==> config.mk <==
export PLATFORM = sky130hd
export DESIGN_NAME = t_down_counter
export DESIGN_NICKNAME = d
export VERILOG_FILES = /design/src/rtl/t_down_counter.sv
export SDC_FILE = /design/constraint.sdc
export NUM_CORES = 1
export LEC_CHECK = 0
export ABC_AREA = 1
export ABC_CLOCK_PERIOD_IN_PS = 2850
export BUFFER_PORTS_ARGS = -buffer_cell sky130_fd_sc_hd__buf_2
export CORE_AREA = 2 2 39 41
export DETAILED_ROUTE_END_ITERATION = 8
export DIE_AREA = 0 0 41 43
export PLACE_DENSITY = 0.71
export SLEW_MARGIN = 20
export SYNTH_ARGS = -nofsm -noshare
export SYNTH_HDL_FRONTEND = slang
export SYNTH_SLANG_ARGS = --single-unit
==> constraint.sdc <==
create_clock -name clk -period 2.85 [get_ports clk]
set_clock_uncertainty 0.1 [all_clocks]
set_input_delay 0.285 -clock clk [delete_from_list [all_inputs] [get_ports clk]]
set_output_delay 0.285 -clock clk [all_outputs]
set_load 0.01 [all_outputs]
==> src/rtl/t_down_counter.sv <==
// Loadable down counter built from per-bit toggle stages, with a one-cycle terminal-count pulse.
// Define T_DOWN_CNT_RELOAD_EN for periodic reload on expiry; otherwise the counter is one-shot.

module t_down_stage (
  input  logic q,
  input  logic t,
  output logic d
);
  assign d = q ^ t;
endmodule

module t_down_counter #(
  parameter int WIDTH = 4
) (
  input  logic             clk,
  input  logic             reset_negative,
  input  logic             en,
  input  logic             load,
  input  logic [WIDTH-1:0] load_value,
  output logic [WIDTH-1:0] count,
  output logic             tc,
  output logic             busy
);

  typedef enum logic [1:0] {IDLE, RUN, EXPIRED} state_t;

  state_t           state;
  logic [WIDTH-1:0] tgl;
  logic [WIDTH-1:0] dec;
`ifdef T_DOWN_CNT_RELOAD_EN
  logic [WIDTH-1:0] reload_q;
`endif

  // Bit i flips on a decrement when every bit below it is zero.
  for (genvar i = 0; i < WIDTH; i++) begin : g_stage
    if (i == 0) begin : g_lsb
      assign tgl[i] = 1'b1;
    end else begin : g_upper
      assign tgl[i] = ~|count[i-1:0];
    end
    t_down_stage u_stage (.q(count[i]), .t(tgl[i]), .d(dec[i]));
  end

  always_ff @(posedge clk) begin
    if (!reset_negative) begin
      count    <= '0;
      tc       <= 1'b0;
      busy     <= 1'b0;
      state    <= IDLE;
`ifdef T_DOWN_CNT_RELOAD_EN
      reload_q <= '0;
`endif
    end else if (load) begin
      count    <= load_value;
      tc       <= 1'b0;
      busy     <= (load_value != '0);
      state    <= (load_value != '0) ? RUN : EXPIRED;
`ifdef T_DOWN_CNT_RELOAD_EN
      reload_q <= load_value;
`endif
    end else begin
      tc <= 1'b0;
      case (state)
        RUN: begin
          if (en) begin
            if (count == WIDTH'(1)) begin
              tc <= 1'b1;
`ifdef T_DOWN_CNT_RELOAD_EN
              // A RUN state implies a nonzero reload value, so no zero-length period.
              count <= reload_q;
`else
              count <= '0;
              busy  <= 1'b0;
              state <= EXPIRED;
`endif
            end else begin
              count <= dec;
            end
          end
        end
        IDLE, EXPIRED: ;
        default: begin
          state <= IDLE;
          busy  <= 1'b0;
        end
      endcase
    end
  end

endmodule

==> results.cfg <==
[synth]
avgSynthCellArea_um2 = 6.577
yosysWarnings = 0
synth_cell_types = 16
ys_seq_elements = 7
syn-num-nets = 85
synthCells = 74
yosysSeqAreaShare_pct = 28.79
syn_area_um2 = 486.7

[floorplanning]
die-area_um2 = 1763
core_um2 = 1384
fp.dieW_um = 41
rows = 14
die_h_um = 43
ios = 14
initial_utilization_pct = 35.17

[global_routing]
grt_pass1_vias = 393
grt_max_degree = 10
grt_first_pass_wirelength_mm = 1.566
grt_usage_pct = 13.48
grt_overflow = 0
antenna_found_initial = 0

[placed_design]
dp_slack_ns = 1.404
io_buffers = 13
gp_congestion = 0.7973
dp_hpwl_um = 732.2

[flow_run]
maxCapViolations = 0

[drt]
drtIter0Drc = 4
wl_met3_um = 45
detail-route-antenna-nets = 0
routed_wl_um = 911
first_pass_iters = 2
met1Wirelength_um = 428
via_per_inst = 4.461
wire_per_inst_um = 8.931
route.detailed.drc = 0
routed.top_layer = met4
met2_wirelength_um = 402
dr_total_vias = 455

[critical_path]
worstSetupPathType = reg -> reg
worst_setup_path_end_kind = flop
reg2reg_to = count[3]
worstPathRequired_ns = 2.95
crit_fanout = 5
arrival_ns = 1.55
rr_startpoint = count[0]
start_kind = flop
rr_worst_depth = 10
rrSetupSlack_ns = 1.40

[clocking]
clk_pin_slew_ns = 0.06
hold_buffers = 0
cts_buffers = 3
cts_htree_levels = 1
cts_max_path_buffers = 2
cts_resized = 0
tritoncts = yes
cts.sinks = 7
postCtsSetupRepairBufs = 0
cts_root_buffer = clkbuf_4
clk_latency_ns = 0.26

[layout]
diodes = 0
drive_gt1_share_pct = 27.91
area_growth_pct = 15.17
nNetsFinal = 98

[timing]
max_freq_mhz = 688.3
hold_violations = 0
tightest_slew_ns = 0.1576
whs_ns = 0.1896
tns_ns = 0
finalSetupViolations = 0
worst_slack_ns = 1.397
finalCritPeriodShare_pct = 50.97
drv_slew = 0
max_slew_margin_pct = 89.48
rsz0062_at_grt = no
min_period_ns = 1.453

[hold_path]
whs_endpoint = tc
min_path_cells = 3
hp-class = in -> reg
worstHoldStart = en

[pwr]
power_density_nw_per_um2 = 489.8
p_leak_nw = 0.2958
ir_drop_uv = 205.8

[run_status]
status = completed
final cells by class:
class                   instances  area (um2)
fillers                       154       823.3
multi-input cells              52       269.0
flip-flops and latches          7       140.1
repair buffers                 13       65.06
inverters                      10       40.04
clock buffers                   4       26.28
well taps                      16       20.02
worst max-delay path by stage:
stage / start / end / slack [ns]
final: count[0] / count[3] / 1.40
after floorplan: count[0] / count[3] / 1.50
after detailed placement: count[0] / count[3] / 1.40
after global routing: count[0] / count[3] / 1.24
after global placement: count[0] / count[3] / 1.45
after CTS: count[0] / count[3] / 1.38
where the power goes:
group / internal [mW] / leakage [nW] / switching [mW]
combinational: 0.0269 / 0.223 / 0.0387
sequential: 0.105 / 0.0579 / 0.00729
clock: 0.0538 / 0.0150 / 0.0426
total: 0.186 / 0.296 / 0.0886
metrics by stage:
stage          std cells  power, mW  utilization [%]  cell area [um2]
2_1_floorplan         74     0.1672                -            486.7
3_5_place_dp          98     0.1811            38.61            534.3
4_1_cts              102     0.2775            40.51            560.5
6_report             102     0.2745            40.51            560.5
3_3_place_gp          98     0.1788            38.61            534.3
5_1_grt              102     0.2919            40.51            560.5
cells in the mapped netlist, drive strengths merged:
library cell	number	area, um2
nand3	4	20.02
nor2	14	62.56
o21ai	5	25.02
ha	3	37.54
nor3	2	15.01
a21oi	3	15.01
buf	5	37.54
dfxtp	7	140.1
inv	10	40.05
nand2	21	93.84
state kept, by name, summed over array words and instances, names as in the netlist:
signal	cells
state	1
count	4
busy	1
tc	1
layer usage:
layer  vias up  GRT usage, %
met2        10         17.50
met4         0         10.00
met3         5         4.712
met5         -             0
li1        249             -
met1       191         17.48
cells by family after synthesis:
| kind of cell | Yosys count | share of synthesized area (%) |
|---|---|---|
| AND/OR/NAND/NOR | 41 | 39.33 |
| buffers and inverters | 15 | 15.94 |
| AO/OA/AOI/OAI | 8 | 8.224 |
| flip-flops | 7 | 28.79 |
| adder cells (fa/ha/maj) | 3 | 7.713 |
cells in the final DEF (no fill, tap or decap):
| cell type | instances |
|---|---|
| inv_4 | 1 |
| a21oi_1 | 3 |
| nor3_1 | 1 |
| o21ai_0 | 5 |
| nor3_2 | 1 |
| ha_1 | 3 |
| clkbuf_1 | 1 |
| dfxtp_1 | 7 |
| nor2_2 | 1 |
| nor2_1 | 12 |
| nand3_1 | 4 |
| nand2_1 | 19 |
| clkbuf_4 | 3 |
| inv_1 | 7 |
| nand2_4 | 2 |
| nor2_4 | 1 |
| inv_2 | 2 |
| buf_2 | 13 |
critical path, cell delays in order (launching register included):
cell,delay (ns)
dfxtp_1,0.39
inv_1,0.07
ha_1,0.19
ha_1,0.20
inv_1,0.05
nand2_1,0.04
nand2_1,0.06
nand3_1,0.08
nor2_2,0.11
nor2_1,0.04
nor2_1,0.06
No activity file was read; power rests on OpenSTA's default activity.
